### config.mk
export PLATFORM = sky130hd
export DESIGN_NAME = cmp_arbiter
export DESIGN_NICKNAME = d
export VERILOG_FILES = /design/src/rtl/cmp_arbiter.sv
export SDC_FILE = /design/constraint.sdc
export NUM_CORES = 1
export LEC_CHECK = 0
export ABC_AREA = 1
export BUFFER_PORTS_ARGS = -buffer_cell sky130_fd_sc_hd__clkbuf_2
export CAP_MARGIN = 5
export CORE_UTILIZATION = 47
export DETAILED_ROUTE_END_ITERATION = 8
export PLACE_DENSITY_LB_ADDON = 0.3
export SETUP_SLACK_MARGIN = 0.5
export SLEW_MARGIN = 10
export SYNTH_ARGS = -nofsm -noshare
export SYNTH_HDL_FRONTEND = slang
export SYNTH_SLANG_ARGS = --single-unit
### constraint.sdc
create_clock -name Clk -period 2.65 [get_ports Clk]
set_clock_uncertainty 0.15 [all_clocks]
set_input_delay 0.265 -clock Clk [delete_from_list [all_inputs] [get_ports Clk]]
set_output_delay 0.265 -clock Clk [all_outputs]
set_load 0.05 [all_outputs]
### src/rtl/cmp_arbiter.sv
// -----------------------------------------------------------------------------
// cmp_arbiter
//
// Round-robin arbiter and sequencer for one shared, registered 3-flag
// comparator (zero / equal / greater). Requesters present operand pairs with
// a request level. The arbiter picks one, drives the comparator for one cycle,
// captures the flags one cycle later and returns them with a one-hot Done
// pulse to the requester that owned the transaction.
//
// Ports
//   Clk       clock, all state updates on the rising edge
//   reset     asynchronous, active-high reset
//   Req       [N]    per-requester request level
//   ReqA      [N*W]  packed operand A, requester i at [i*W +: W]
//   ReqB      [N*W]  packed operand B, same packing
//   Grant     [N]    one-cycle one-hot pulse: operands of that requester taken
//   Done      [N]    one-cycle one-hot pulse: Result is valid for that requester
//   Result    [3]    {A==0, A==B, A>B}, held until the next Done
//   Busy             high whenever the sequencer is not idle
//   CmpA/CmpB [W]    comparator operands (always the latched operands)
//   CmpEn            comparator enable, high only while issuing
//   CmpOut    [3]    comparator flags, valid the cycle after CmpEn
//   DbgState  [2]    current sequencer state (0 IDLE, 1 ISSUE, 2 CAPTURE)
//
// Handshake: a requester raises Req with its operands stable and keeps them
// stable until it sees its Grant bit. Grant is the acceptance strobe; the
// requester must drop Req by the clock edge that ends the Grant cycle, and a
// Req still high after that edge is treated as a fresh request. Done is a
// single-cycle strobe with no back-pressure; Result stays valid after it.
// -----------------------------------------------------------------------------
module cmp_arbiter #(
  parameter int W = 8,
  parameter int N = 4
) (
  input  logic           Clk,
  input  logic           reset,
  input  logic [N-1:0]   Req,
  input  logic [N*W-1:0] ReqA,
  input  logic [N*W-1:0] ReqB,
  output logic [N-1:0]   Grant,
  output logic [N-1:0]   Done,
  output logic [2:0]     Result,
  output logic           Busy,
  output logic [W-1:0]   CmpA,
  output logic [W-1:0]   CmpB,
  output logic           CmpEn,
  input  logic [2:0]     CmpOut,
  output logic [1:0]     DbgState
);

  localparam int PW = $clog2(N);

  typedef enum logic [1:0] {
    IDLE    = 2'd0,
    ISSUE   = 2'd1,
    CAPTURE = 2'd2
  } state_t;

  state_t        state, state_next;
  logic [PW-1:0] ptr;
  logic [PW-1:0] owner;
  logic [W-1:0]  op_a, op_b;

  // Unpacked views of the operand buses.
  logic [W-1:0] a_arr [N];
  logic [W-1:0] b_arr [N];

  for (genvar g = 0; g < N; g++) begin : g_unpack
    assign a_arr[g] = ReqA[g*W +: W];
    assign b_arr[g] = ReqB[g*W +: W];
  end

  // Round-robin search starting at ptr. The loop walks offsets from the far
  // end down to zero so that the smallest offset with a request is the last
  // assignment and therefore wins.
  logic          win_found;
  logic [PW-1:0] win_idx;
  logic [PW:0]   sum;

  always_comb begin
    win_found = 1'b0;
    win_idx   = '0;
    sum       = '0;
    for (int k = N - 1; k >= 0; k--) begin
      sum = {1'b0, ptr} + (PW+1)'(k);
      if (sum >= (PW+1)'(N)) begin
        sum = sum - (PW+1)'(N);
      end
      if (Req[sum[PW-1:0]]) begin
        win_found = 1'b1;
        win_idx   = sum[PW-1:0];
      end
    end
  end

  // Next-state and strobe decisions.
  logic do_grant;
  logic do_done;

  always_comb begin
    state_next = state;
    do_grant   = 1'b0;
    do_done    = 1'b0;
    case (state)
      IDLE: begin
        if (win_found) begin
          do_grant   = 1'b1;
          state_next = ISSUE;
        end
      end
      ISSUE: begin
        state_next = CAPTURE;
      end
      CAPTURE: begin
        // Flags for the current owner are captured here; a new grant can be
        // issued on the same edge so the comparator is never left idle.
        do_done = 1'b1;
        if (win_found) begin
          do_grant   = 1'b1;
          state_next = ISSUE;
        end else begin
          state_next = IDLE;
        end
      end
      default: begin
        state_next = IDLE;
      end
    endcase
  end

  always_ff @(posedge Clk or posedge reset) begin
    if (reset) begin
      state <= IDLE;
    end else begin
      state <= state_next;
    end
  end

  always_ff @(posedge Clk or posedge reset) begin
    if (reset) begin
      ptr    <= '0;
      owner  <= '0;
      op_a   <= '0;
      op_b   <= '0;
      Grant  <= '0;
      Done   <= '0;
      Result <= 3'b000;
    end else begin
      Grant <= do_grant ? (N'(1) << win_idx) : '0;
      Done  <= do_done  ? (N'(1) << owner)   : '0;
      if (do_done) begin
        Result <= CmpOut;
      end
      if (do_grant) begin
        owner <= win_idx;
        op_a  <= a_arr[win_idx];
        op_b  <= b_arr[win_idx];
        ptr   <= (win_idx == PW'(N - 1)) ? '0 : win_idx + 1'b1;
      end
    end
  end

  assign CmpA     = op_a;
  assign CmpB     = op_b;
  assign CmpEn    = (state == ISSUE);
  assign Busy     = (state != IDLE);
  assign DbgState = state;

endmodule

# Word level (Yosys, flattened, before mapping)
# Index checks and enable logic that the tools add are counted.
[word_totals]
output_inout_bits = 31
ff_bits = 33
[op_classes]
n_bitwise = 1
order_cmp = 9
n_eq_ne = 4
n_mux = 35
reduce_logical = 3
n_addsub = 8
n_shift = 2
[op_table]
columns = ["cell", "n"]
rows = [
  ["$bmux W8 S2", 2],
  ["$mux W8", 4],
  ["$mux W2", 10],
  ["$ge A3 B3 Y1 const B", 4],
  ["$lt A2 B3 Y1 const B", 4],
  ["$mux W1", 12],
  ["$bmux W1 S2", 4],
  ["$mux W4", 2],
  ["$shl A1 B2 Y4 const A", 2],
  ["$sub A2 B1 Y2 const B", 4],
  ["$add A2 B2 Y3 const B", 2],
  ["$pmux W2 S3", 1],
  ["$eq A2 B2 Y1 const B", 2],
  ["$add A2 B1 Y3 const B", 1],
  ["$ge A2 B3 Y1 const B", 1],
  ["$not A2 Y3", 1],
  ["$add A2 B1 Y2 const B", 1],
  ["$eq A2 B1 Y1 const B", 1],
  ["$logic_not A2 Y1", 1],
  ["$ne A2 B2 Y1 const B", 1],
  ["$reduce_bool A2 Y1", 1],
  ["$reduce_or A2 Y1", 1],
]

# Longest topological paths before layout
[logic_depth]
word_depth = 13
ltp_mapped = 16
ltp_nobuf = 14

# Least setup slack after synthesis
# OpenSTA, ideal clock, no wires.
[synth_path]
kind = "register -> register"
start = "register ptr[0]"
end = "register ptr[1]"
path_stages_with_launch = 12
n_path_buf = 2
setup_slack_ns = 0.676
period_less_slack_ns = 1.974
arrival_ns = 1.694
setup_ns = 0.130
cell_sequence = "dfrtp_1 buf_6 inv_4 nand2_1 and2_1 a21o_1 nand3_2 nand2_4 buf_6 ha_1 nand2_1 o21ai_1"
[synth_via]
elab_chain_cells = 11
[synth_rtl]
columns = ["item", "line", "text"]
rows = [
  ["from (decl)", "60", "logic [PW-1:0] ptr;"],
  ["from (signal assigned)", "158", "ptr <= (win_idx == PW'(N - 1)) ? '0 : win_idx + 1'b1;"],
  ["$add A2 B2 Y3", "85", "sum = {1'b0, ptr} + (PW+1)'(k);"],
  ["$ge A3 B3 Y1 / $sub A2 B1 Y2 (equally long branches)", "86, 87", ""],
  ["$mux W2", "86", "if (sum >= (PW+1)'(N)) begin"],
  ["$bmux W1 S2", "89", "if (Req[sum[PW-1:0]]) begin"],
  ["$mux W1 (implied by the code)", "89", ""],
  ["$mux W2 / $mux W1 (equally long branches) (4 in a row)", "89", ""],
  ["$add A2 B1 Y2 (tied with other cells)", "158", ""],
  ["$mux W2 / $mux W1 (equally long branches)", "-", ""],
]
# Parallel ways exist; a longest one is shown, timed or not. The select of a mux whose other input is x is not followed.
# A chain may end at the register's enable or synchronous reset.

# Worst setup path in the final report
# Same ends and word-level chain as after synthesis.

==> qor.csv <==
metric,value,unit
met1 Resource Use GR,31.56,%
YS warnings,0,
most frequent cells in the layout,"nand2_1 (106), clkbuf_2 (103), inv_1 (74), nand3_1 (53), dfrtp_1 (31)",
final hold viol count,0,
CTS max path bufs,2,
Total GRT Usage,23.06,%
syn nets,431,
Detail Route Antenna Nets,0,
drt drc,0,
Critical Setup Path Class,reg2reg,
diode count,0,
first-pass GRT wire length,9390,microns
Avg WL per Cell,14.62,microns
Die ar.,0.005157,sq mm
Crit path buffers/inverters,1,
synthesis-to-finish area growth,56.64,%
Clock transition at path regs,0.07,ns
DRT Wirelength,7922,microns
Root Buffer,clkbuf_8,
met2 Usage GRT,36.06,%
antenna violations before repair,0,
MaxCap Viol Count,0,
outcome,finished clean,
Initial Util,48.83,%
clk sink count,33,
overall die height,71.82,microns
number of synthesized register bits,33,
Via Count,2827,
"commonest non-fill, non-tap cell in the layout",nand2_1,
GPL Wtd Cong,0.9153,
critical path's top delay family,simple AND/OR/NAND/NOR gates,
GR peak layer,met2,
RSZ-0062 raised after global routing,true,
drt initial violations,227,
via density per instance,5.216,
CP Launch Type,register,
HP Class,in2reg,
max-slew violations,0,
PortBufs,103,
largest net degree at the start of global routing,36,
GR Util met3,5.063,%
post-route clock period utilization,82.73,%
CP max stage delay,0.48,ns
Slew Limit Headroom,56.68,%
post-synthesis sequential area ratio,36.05,%
drt pass-1 iters,7,
cells after synthesis,357,
CP Cell Sequence,clkinv_4 -> nand2_2 -> and2_1 -> o21ai_1 -> nand2_1 -> nand2_1 -> nand2_2 -> nand2_4 -> ha_1 -> nand2_1 -> o21ai_1,
gr ovfl total,0,
mean post-synth cell area,6.417,sq um
TritonCTS clock tree,yes,
share of cells above drive strength 1,41.80,%
fmax,0.4561,GHz
chip width,71.82,microns
Clock Latency Late Sink,0.30,ns
Final #Nets,561,
required time worst endpoint,2.68,ns
maximum fanout along the worst path,8,
number of setup violations in the final report,0,
post-layout min period,2.192,ns
vias in the first global route,2145,
# rows,25,
setup TNS,0,ns
TritonCTS buffer count,5,
Post-Syn Area,0.002291,sq mm
WP data arrival,2.22,ns
H-tree depth,2,
critical path's slowest cell,dfrtp_2,
Slew @ Worst Pin,0.6490,ns
crit end category,register,
"Distinct cells, synth",26,
most frequent CP cell,nand2_1,
IO Pins,104,
Core Box Area,0.004692,sq mm
hpwl dp,4182,microns
-- stage by stage --
step / hold slack, ns / instances / setup WS [ns] / utilization [%] / instance area [sq um]
after floorplan: 0.2439 / 357 / 0.6760 / - / 2291
after global placement: 0.2101 / 503 / 0.2956 / 59.76 / 2804
after detailed placement: 0.2125 / 503 / 0.2458 / 59.76 / 2804
after CTS: 0.05834 / 513 / 0.4690 / 62.91 / 2952
after global routing: 0.05482 / 542 / 0.3812 / 76.48 / 3588
final: 0.05758 / 542 / 0.4577 / 76.48 / 3588
-- Yosys cell counts --
| library cell | number | area (sq um) |
|---|---|---|
| nand2_1 | 123 | 461.7 |
| inv_1 | 74 | 277.8 |
| nand3_1 | 67 | 335.3 |
| dfrtp_1 | 33 | 825.8 |
| buf_2 | 8 | 40.04 |
| inv_2 | 6 | 22.52 |
| nand2_2 | 5 | 31.28 |
| nor2_1 | 5 | 18.77 |
| buf_6 | 4 | 45.04 |
| nor3_1 | 4 | 20.02 |
| a21oi_1 | 3 | 15.01 |
| mux2_2 | 3 | 33.78 |
| nand2_4 | 3 | 33.78 |
| nor2_2 | 3 | 18.77 |
| o21ai_1 | 3 | 15.01 |
| buf_4 | 2 | 15.01 |
| clkbuf_1 | 2 | 7.510 |
| a21o_1 | 1 | 7.510 |
| and2_1 | 1 | 6.260 |
| ha_1 | 1 | 12.51 |
| inv_4 | 1 | 6.260 |
| nand3_2 | 1 | 10.01 |
| nor2_4 | 1 | 11.26 |
| o21ai_0 | 1 | 5.000 |
| o21ai_2 | 1 | 8.760 |
| or2_2 | 1 | 6.260 |
-- layout make-up --
| cell class | instances | area [sq um] |
|---|---|---|
| multi-input combinational | 235 | 1413 |
| fill | 321 | 1104 |
| clock inverter | 1 | 30.03 |
| inverter | 81 | 314.1 |
| sequential | 33 | 828.3 |
| clock buffer | 7 | 86.33 |
| tap | 54 | 67.56 |
| timing repair buffer | 131 | 849.6 |
-- layer usage --
layer / part of all wire [%] / up-vias
met5: 0 / -
li1: - / 1337
met2: 48 / 212
met3: 10 / 40
met1: 38 / 1238
met4: 4.2 / 0
-- worst reg2reg max path, delay by kind of cell, from the launching register on --
kind                       cells  cell delay [ns]
and+or+nand+nor                7             0.80
DFF                            1             0.48
adders and majority gates      1             0.26
AOI/OAI and AO/OA              2             0.25
buffers and inverters          1             0.14
-- final timing paths --
check                                     start               endpoint  slack, ns  depth (start not counted)
min in group asynchronous                 reset   owner[1]$_DFFE_PP0P_       0.43                          3
max reg2reg                  ptr[0]$_DFFE_PP0P_     ptr[1]$_DFFE_PP0P_       0.46                         11
max                          ptr[0]$_DFFE_PP0P_     ptr[1]$_DFFE_PP0P_       0.46                         11
min reg2reg                owner[0]$_DFFE_PP0P_      Done[2]$_DFF_PP0_       0.33                          1
min                                   CmpOut[2]  Result[2]$_DFFE_PP0P_       0.06                          2
max in group asynchronous                 reset     ptr[0]$_DFFE_PP0P_       1.21                          4
-- repair_timing --
action,in CTS,in global routing
setup buffers,1,17
hold buffers,1,0
resized for setup,3,70
cloned,0,12
pin swaps,0,47
endpoints found under the hold margin,17,0
endpoints found under the setup margin,21,22
-- cell families (layout without fill, tap and decap cells) --
family | after synthesis | count (layout) | share of synthesized area, %
mux | 3 | 3 | 1.474
compound gates | 9 | 9 | 2.239
buf+inv | 97 | 220 | 18.08
simple gates | 214 | 222 | 41.62
fa+ha+maj | 1 | 1 | 0.5461
flops | 33 | 33 | 36.05
-- sequential cells by signal, summed over array words and instances (netlist names) --
name      flops
Done          4
Grant         4
ptr           2
owner         2
CmpA          8
Result        3
CmpB          8
DbgState      2
Power is left out: the tool's default activity adds up to more than one toggle a clock period on the data nets, which glitch-free logic cannot reach.
